File: src/rtl/uart_tx_serializer_pkg.sv
// Shared types and constants for the UART transmit serializer.
// Frame FSM states, word-length codes and oversampling default.
`timescale 1ns/1ps
package uart_tx_serializer_pkg;

  typedef enum logic [2:0] {
    S_IDLE,
    S_START,
    S_DATA,
    S_PARITY,
    S_STOP1,
    S_STOP2
  } state_t;

  localparam logic [1:0] WLEN_5 = 2'd0;
  localparam logic [1:0] WLEN_6 = 2'd1;
  localparam logic [1:0] WLEN_7 = 2'd2;
  localparam logic [1:0] WLEN_8 = 2'd3;

  localparam int OVERSAMPLE_DEF = 16;

  // Index of the last data bit sent for a word-length code.
  function automatic logic [2:0] last_bit(input logic [1:0] wlen);
    return {1'b0, wlen} + 3'd4;
  endfunction

  // Keeps only the bits that are actually transmitted.
  function automatic logic [7:0] data_mask(input logic [1:0] wlen);
    logic [7:0] m;
    case (wlen)
      WLEN_5:  m = 8'h1f;
      WLEN_6:  m = 8'h3f;
      WLEN_7:  m = 8'h7f;
      default: m = 8'hff;
    endcase
    return m;
  endfunction

endpackage

File: src/rtl/uart_tx_serializer_tick.sv
// Bit-timing counter: counts brc pulses, ticks on the OVERSAMPLE-th.
// Ports: clk, rst (async high), clear, brc in; tick out.
`timescale 1ns/1ps
module uart_baud_tick_counter #(
  parameter int OVERSAMPLE = 16
) (
  input  logic clk,
  input  logic rst,
  input  logic clear,
  input  logic brc,
  output logic tick
);

  localparam int CW = (OVERSAMPLE > 1) ? $clog2(OVERSAMPLE) : 1;
  localparam logic [CW-1:0] LAST = CW'(OVERSAMPLE - 1);

  logic [CW-1:0] cnt;

  assign tick = brc & ~clear & (cnt == LAST);

  // Wrapping on tick doubles as the clear on every state/bit entry.
  always_ff @(posedge clk or posedge rst) begin
    if (rst) begin
      cnt <= '0;
    end else if (clear || tick) begin
      cnt <= '0;
    end else if (brc) begin
      cnt <= cnt + CW'(1);
    end
  end

endmodule

File: src/rtl/uart_tx_serializer.sv
// UART transmitter: latches a word on handshake, shifts it out LSB first.
// Ports: clk, rst, brc, d/d_valid/d_ready, wlen, par_en, par_even, stop2, brk, sdo, busy.
`timescale 1ns/1ps
module uart_tx_serializer
  import uart_tx_serializer_pkg::*;
#(
  parameter int OVERSAMPLE = OVERSAMPLE_DEF
) (
  input  logic       clk,
  input  logic       rst,
  input  logic       brc,
  input  logic [7:0] d,
  input  logic       d_valid,
  output logic       d_ready,
  input  logic [1:0] wlen,
  input  logic       par_en,
  input  logic       par_even,
  input  logic       stop2,
  input  logic       brk,
  output logic       sdo,
  output logic       busy
);

  state_t     state;
  logic [7:0] data;
  logic [1:0] wl;
  logic       pen;
  logic       st2;
  logic       pbit;
  logic [2:0] idx;
  logic [2:0] idx_nx;
  logic       last;
  logic       line;
  logic       line_n;
  logic       clear;
  logic       tick;

  assign clear   = (state == S_IDLE);
  assign d_ready = clear;
  assign busy    = ~clear;
  assign idx_nx  = idx + 3'd1;
  assign last    = (idx == last_bit(wl));

  uart_baud_tick_counter #(
    .OVERSAMPLE(OVERSAMPLE)
  ) u_tick (
    .clk  (clk),
    .rst  (rst),
    .clear(clear),
    .brc  (brc),
    .tick (tick)
  );

  // Unbroken line level after this edge; moves only on a state/bit change.
  always_comb begin
    line_n = line;
    if (state == S_IDLE) begin
      if (d_valid) line_n = 1'b0;
    end else if (tick) begin
      unique case (state)
        S_START: line_n = data[0];
        S_DATA:  line_n = last ? (pen ? pbit : 1'b1) : data[idx_nx];
        default: line_n = 1'b1;
      endcase
    end
  end

  always_ff @(posedge clk or posedge rst) begin
    if (rst) begin
      state <= S_IDLE;
      data  <= '0;
      wl    <= '0;
      pen   <= 1'b0;
      st2   <= 1'b0;
      pbit  <= 1'b0;
      idx   <= '0;
      line  <= 1'b1;
      sdo   <= 1'b1;
    end else begin
      line <= line_n;
      sdo  <= line_n & ~brk;
      unique case (state)
        S_IDLE: if (d_valid) begin
          state <= S_START;
          data  <= d;
          wl    <= wlen;
          pen   <= par_en;
          st2   <= stop2;
          pbit  <= ^(d & data_mask(wlen)) ^ ~par_even;
          idx   <= '0;
        end
        S_START: if (tick) begin
          state <= S_DATA;
          idx   <= '0;
        end
        S_DATA: if (tick) begin
          if (last) state <= pen ? S_PARITY : S_STOP1;
          else      idx   <= idx_nx;
        end
        S_PARITY: if (tick) state <= S_STOP1;
        S_STOP1:  if (tick) state <= st2 ? S_STOP2 : S_IDLE;
        S_STOP2:  if (tick) state <= S_IDLE;
        default:  state <= S_IDLE;
      endcase
    end
  end

endmodule

File: config.mk
export PLATFORM = sky130hd
export DESIGN_NAME = uart_tx_serializer
export DESIGN_NICKNAME = d
export VERILOG_FILES = /design/src/rtl/uart_tx_serializer_pkg.sv /design/src/rtl/uart_tx_serializer_tick.sv /design/src/rtl/uart_tx_serializer.sv
export SDC_FILE = /design/constraint.sdc
export NUM_CORES = 1
export LEC_CHECK = 0
export BUFFER_PORTS_ARGS = -buffer_cell sky130_fd_sc_hd__buf_2
export CAP_MARGIN = 5
export CELL_PAD_IN_SITES_DETAIL_PLACEMENT = 1
export CELL_PAD_IN_SITES_GLOBAL_PLACEMENT = 1
export CORE_AREA = 2 2 70 72
export CTS_CLUSTER_DIAMETER = 150
export DETAILED_ROUTE_END_ITERATION = 10
export DIE_AREA = 0 0 72 74
export GPL_ROUTABILITY_DRIVEN = 0
export PLACE_DENSITY_LB_ADDON = 0.25
export SYNTH_ARGS = -nofsm -noshare
export SYNTH_HDL_FRONTEND = slang
export SYNTH_HIERARCHICAL = 1
export SYNTH_SLANG_ARGS = --single-unit
File: constraint.sdc
create_clock -name clk -period 2.7 [get_ports clk]
set_input_delay 0.135 -clock clk [delete_from_list [all_inputs] [get_ports clk]]
set_output_delay 0.135 -clock clk [all_outputs]
set_load 0.01 [all_outputs]
==> results of run 1 <==
power by group through the flow:
stage	registers, mW	logic (mW)	clock network, mW
floorplan	0.618	0.445	0
CTS	0.667	0.526	0.247
detailed placement	0.674	0.517	0
global route	0.690	0.570	0.262
finish	0.665	0.514	0.234
global placement	0.668	0.498	0
cell families (layout without fill, tap and decap cells):
| family | after synthesis | in the layout | share of synthesized area, % |
|---|---|---|---|
| simple gates | 32 | 32 | 13.3 |
| fa+ha+maj | 2 | 2 | 1.70 |
| compound gates | 30 | 30 | 12.5 |
| buf+inv | 14 | 35 | 5.86 |
| xor+xnor | 10 | 10 | 6.88 |
| flops | 25 | 25 | 42.7 |
| mux | 18 | 18 | 17.2 |
cells in the mapped netlist (all sizes together) (2+ instances only):
master / instances
or3: 3
dfstp: 2
ha: 2
nand3: 5
buf: 5
o21ai: 9
xor2: 3
inv: 8
mux4: 2
dfrtp: 23
nand2b: 4
a31oi: 4
mux2i: 2
nor3b: 3
nand2: 4
nor2: 4
nand3b: 2
o211ai: 3
mux2: 14
xnor2: 6
a21oi: 8
flip-flops by register name (all words and copies together) (netlist names):
signal and count:
data 8, idx 3, line 1, pbit 1
pen 1, sdo 1, st2 1, state 3
u_tick/cnt 4, wl 2
per-layer routing:
metal	GRT usage, %	part of all wire [%]
met1	16.4	44
met4	4.19	2.0
met2	23.5	50
met5	0	0
met3	3.12	3.7
through the flow:
step | setup slack, ns | instance area [um2] | utilization, % | std cells
final | 0.407 | 1660 | 36.1 | 206
after global routing | 0.198 | 1660 | 36.1 | 206
after CTS | 0.393 | 1660 | 36.1 | 206
after detailed placement | 0.424 | 1590 | 34.6 | 200
after global placement | 0.553 | 1590 | 34.6 | 200
after floorplan | 0.558 | 1470 | - | 131
critical path: stages (launching register included):
cell and delay, ns:
dfrtp_1 0.54, or3_2 0.51, inv_1 0.18, nor3b_1 0.07, buf_4 0.17, o21ai_0 0.14
o211ai_1 0.10, a31oi_1 0.27, mux2i_1 0.24
area by class of cell:
cell class | instances | area, um2 | share of cell area [%]
clock inverters | 1 | 8.76 | 0.527
flip-flops and latches | 25 | 628 | 37.8
inverters | 8 | 30.0 | 1.81
repair buffers | 23 | 128 | 7.68
multi-input cells | 92 | 758 | 45.6
well taps | 54 | 67.6 | 4.07
clock buffers | 3 | 41.3 | 2.48
worst paths after layout:
kind	start	end	slack [ns]	depth (start not counted)
setup / recovery	state[1]$_DFFE_PP0P_	state[0]$_DFFE_PP0P_	0.41	8
hold / removal	par_en	pen$_DFFE_PP0P_	0.09	2
setup reg to reg	state[1]$_DFFE_PP0P_	state[0]$_DFFE_PP0P_	0.41	8
hold reg to reg	pbit$_DFFE_PP0P_	pbit$_DFFE_PP0P_	0.49	2
max in group asynchronous	rst	state[0]$_DFFE_PP0P_	1.63	3
min in group asynchronous	rst	u_tick/cnt[0]$_DFFE_PP0P_	0.28	3
==> flow_summary_export.csv, run 1 <==
group,metric,value,unit
min_path,hold_class,"in -> reg",
logic_synthesis,ys_top_cells_by_area,"dfrtp_1 (39%), mux2_4 (8.2%), mux2_2 (4.6%)",
grt,grt_max_degree,22,
timing,fin_skew,0.00412,ns
timing,fin_setup_tns,0,ns
clock_tree,clock-sinks,25,
logic_synthesis,yosysUniqueCellTypes,41,
status,status,"complete, no violations",
floorplan,dieArea,5330,um2
floorplan,ios,21,
logic_synthesis,ys_ff_latch,25,
critical_path,crit_path_end_kind,"flop",
logic_synthesis,seq_area_frac_synth,42.7,%
layout,nFillCells,524,
layout,area_growth,12.8,%
critical_path,crit_type,"reg -> reg",
floorplan,row_count,25,
logic_synthesis,synth_enable_flop_cells,0,
detailed_routing,wl_per_cell,15.4,um
pwr,pwr-share-clk,16.5,%
critical_path,arrival,2.49,ns
clock_tree,cts-root-buf,"clkbuf_8",
timing,drv_slew,0,
pwr,power.total,1.41,mW
timing,slew-limit-headroom,46.1,%
timing,fin_crit_sh,84.9,%
layout,final_cell_mix,"dfrtp_1 (23), buf_2 (20), o21ai_0 (9)",
critical_path,crit_required,2.89,ns
logic_synthesis,async_reset_ff_share,100,%
detailed_routing,route.detailed.drc,0,
placement,dp_hpwl,2590,um
timing,finalSetupViolCount,0,
detailed_routing,postRouteAntennaNets,0,
detailed_routing,dr.pass1.iters,4,
clock_tree,ctsResizeCount,0,
detailed_routing,vias,1065,
grt,grt_overflow_total,0,
floorplan,die_w,72,um
timing,hold_viol_final,0,
timing,final.min_clock_period,2.29,ns
clock_tree,postCtsSetupBuffers,0,
grt,grt_pass1_wl,5430,um
placement,numPortBuffers,20,
detailed_routing,drt_iter0_markers,47,
clock_tree,clk_transition_reported_paths,0.09,ns
timing,worstMarginPinSlew,0.807,ns
pwr,switching_power,487,uW
job,maxCapViolations,0,
pwr,p_int,927,uW
detailed_routing,drt-total-wl,3170,um
pwr,p_sw_share,34.4,%
grt,antenna_found_initial,0,
logic_synthesis,synth_top_cell_area_share,39.1,%
grt,grt_usage,13.4,%
logic_synthesis,synth.avg_cell_area,11.2,um2
floorplan,start_util,32.0,%
logic_synthesis,synth_area_leader_cell,"dfrtp_1",
timing,timing.hold.ws,0.0896,ns
clock_tree,postCtsHoldBufs,2,
pwr,p_leak,0.761,nW
logic_synthesis,syn_inst,131,
layout,antenna_cells,0,
clock_tree,cts_tree,"yes",
clock_tree,cts_made_buffers,3,
timing,max_freq,0.436,GHz
floorplan,core,4600,um2
timing,rsz0062_at_grt,"no",
pwr,pwr-share-seq,47.1,%
clock_tree,h-tree-depth,1,
clock_tree,clkLatencyLatePin,0.27,ns
logic_synthesis,ys_warn_count,6,
floorplan,die_y,74,um
layout,nets,173,
clock_tree,clockBufferDepth,2,
layout,final_common_cell,"dfrtp_1",
critical_path,cp_max_fo,15,
pwr,ir_worst_vdd,0.360,mV
detailed_routing,vias_per_cell,5.17,
logic_synthesis,synth_nets,151,
grt,grt_pass1_vias,1166,
layout,drive_gt1_share,31.6,%
pwr,p_comb_share,36.4,%
pwr,powerDensity,851,nW/um2
critical_path,startpoint_type,"flop",
logic_synthesis,syn_area,1470,um2
logic_synthesis,synthFlopType,"dfrtp_1",
(Power assumes the default switching activity.)
==> inputs of run 2 (changes only) <==
- clock period: 2.7 -> 2.3 ns (I/O delays scaled with it)
==> run 2 against run 1 <==
  * Combinational power is 25% higher
  * Sequential power is 15% higher
  * First-iteration DRC count up 13%
  * Largest power group unchanged
  * Via count rose by 1.4%
  * Wire length increased by 1.4%
  * Die area is the same
  * Worst setup slack lost 0.15 ns
  * Non-clock buffer count grew 3
  * Register-to-register slack worse by 0.15 ns
==> flow_summary_export.csv, run 2 (same netlist as run 1, synthesis figures left out) <==
group,metric,value,unit
status,status,"complete, no violations",
critical_path,startpoint_type,"flop",
timing,finalSetupViolCount,0,
floorplan,ios,21,
grt,grt_overflow_total,0,
clock_tree,clkLatencyLatePin,0.28,ns
layout,final_cell_mix,"dfrtp_1 (22), buf_2 (20)",
layout,top_regs,"data x8, u_tick/cnt x4",
layout,drive_gt1_share,34.2,%
floorplan,dieArea,5330,um2
layout,final_cells,209,
timing,worstMarginPinSlew,0.837,ns
clock_tree,h-tree-depth,1,
critical_path,crit_path_end_kind,"flop",
layout,nFillCells,508,
critical_path,r2r-end,"idx[0]$_DFFE_PP0P_",
placement,placed_area,1610,um2
timing,hold_viol_final,0,
critical_path,crit_required,2.46,ns
placement,dp_hpwl,2510,um
floorplan,die_w,72,um
timing,final.min_clock_period,2.04,ns
layout,utilization,36.8,%
pwr,p_int,1.11,mW
detailed_routing,drt-total-wl,3210,um
pwr,powerDensity,996,nW/um2
detailed_routing,drt_iter0_markers,53,
floorplan,die_y,74,um
timing,rsz0062_at_grt,"no",
critical_path,r2r_cells,8,
grt,antenna_found_initial,0,
critical_path,cp_max_fo,10,
floorplan,row_count,25,
floorplan,core,4600,um2
clock_tree,clockBufferDepth,2,
layout,nets,176,
grt,grt_max_degree,22,
detailed_routing,postRouteAntennaNets,0,
layout,fin_area,1690,um2
clock_tree,cts_made_buffers,3,
placement,placedCellCount,203,
layout,regMostFlops,"data",
pwr,p_sw_share,34.2,%
layout,antenna_cells,0,
clock_tree,clock-sinks,25,
job,maxCapViolations,0,
timing,fin_setup_tns,0,ns
min_path,holdPathEnd,"st2$_DFFE_PP0P_",
critical_path,arrival,2.20,ns
layout,final_common_cell,"dfrtp_1",
critical_path,reg2reg_slack,0.26,ns
critical_path,crit_type,"reg -> reg",
detailed_routing,dr.pass1.iters,4,
pwr,power.total,1.69,mW
grt,grt_pass1_wl,5700,um
detailed_routing,vias,1080,
timing,timing.hold.ws,0.0645,ns
detailed_routing,wl_per_cell,15.4,um
min_path,hold_class,"in -> reg",
layout,area_growth,15.0,%
critical_path,worstReg2RegStart,"u_tick/cnt[0]$_DFFE_PP0P_",
detailed_routing,vias_per_cell,5.17,
min_path,hold_depth,2,
pwr,ir_worst_vdd,0.370,mV
pwr,pwr-share-clk,16.4,%
pwr,pwr-share-seq,45.4,%
timing,slew-limit-headroom,44.2,%
timing,fin_ws,0.260,ns
pwr,switching_power,578,uW
layout,largest_register_ffs,8,
timing,max_freq,0.490,GHz
clock_tree,clk_transition_reported_paths,0.10,ns
placement,numPortBuffers,20,
timing,drv_slew,0,
grt,grt_pass1_vias,1186,
min_path,hold_start,"stop2",
timing,fin_skew,0.0152,ns
timing,fin_crit_sh,88.7,%
grt,grt_usage,13.8,%
pwr,p_comb_share,38.2,%
detailed_routing,route.detailed.drc,0,
pwr,p_leak,0.772,nW
floorplan,start_util,32.0,%
clock_tree,cts-root-buf,"clkbuf_8",
placement,pre_cts_ws,0.138,ns
clock_tree,cts_tree,"yes",
## run 2: changes by cell type in the layout (fill, tap and decap cells not counted), sizes merged
cell | previous run | this run
buf | 21 | 24
clkinvlp | 0 | 1
inv | 9 | 8
## run 2: area by class of cell
cell class / instances / area, um2 / area share [%]
Clock buffer: 3 / 41.3 / 2.44
Inverter: 8 / 30.0 / 1.77
Sequential cell: 25 / 629 / 37.1
Tap cell: 54 / 67.6 / 3.99
Timing Repair Buffer: 26 / 150 / 8.86
Clock inverter: 1 / 7.51 / 0.443
Multi-Input combinational cell: 92 / 768 / 45.3
## run 2: what timing repair did
action,4_1_cts,5_1_grt
setup buffers,0,0
endpoints found under the hold margin,5,0
setup endpoints to repair,0,3
hold buffers,2,0
gates resized for setup,0,4
## run 2: worst max-delay path, cell delays in order, from the launching register on
cell and delay, ns:
dfrtp_1 0.43, ha_1 0.23, nand3_1 0.15, nor3b_1 0.24, buf_4 0.20, nand3b_1 0.12
o21ai_1 0.12, o211ai_1 0.15, mux2_2 0.28
## run 2: layer usage
layer	track usage, %	part of all wire (%)
met2	23.6	50
met4	5.66	2.2
met3	2.71	3.0
met1	17.3	45
met5	0	0
## run 2: how the worst max path moves through the flow
stage	from	to	slack, ns	cells after the start
2_1_floorplan	state[2]$_DFFE_PP0P_	state[0]$_DFFE_PP0P_	0.16	9
3_3_place_gp	state[0]$_DFFE_PP0P_	state[0]$_DFFE_PP0P_	0.18	8
3_5_place_dp	state[0]$_DFFE_PP0P_	state[0]$_DFFE_PP0P_	0.14	8
4_1_cts	state[0]$_DFFE_PP0P_	state[0]$_DFFE_PP0P_	0.09	8
5_1_grt	u_tick/cnt[0]$_DFFE_PP0P_	idx[0]$_DFFE_PP0P_	0.01	8
6_report	u_tick/cnt[0]$_DFFE_PP0P_	idx[0]$_DFFE_PP0P_	0.26	8
## run 2: power groups by stage
| stage | Clock, mW | Sequential, mW | Combinational, mW |
|---|---|---|---|
| floorplan | 0 | 0.725 | 0.523 |
| global placement | 0 | 0.765 | 0.617 |
| detailed placement | 0 | 0.776 | 0.640 |
| CTS | 0.288 | 0.766 | 0.649 |
| global route | 0.308 | 0.800 | 0.719 |
| finish | 0.276 | 0.767 | 0.645 |
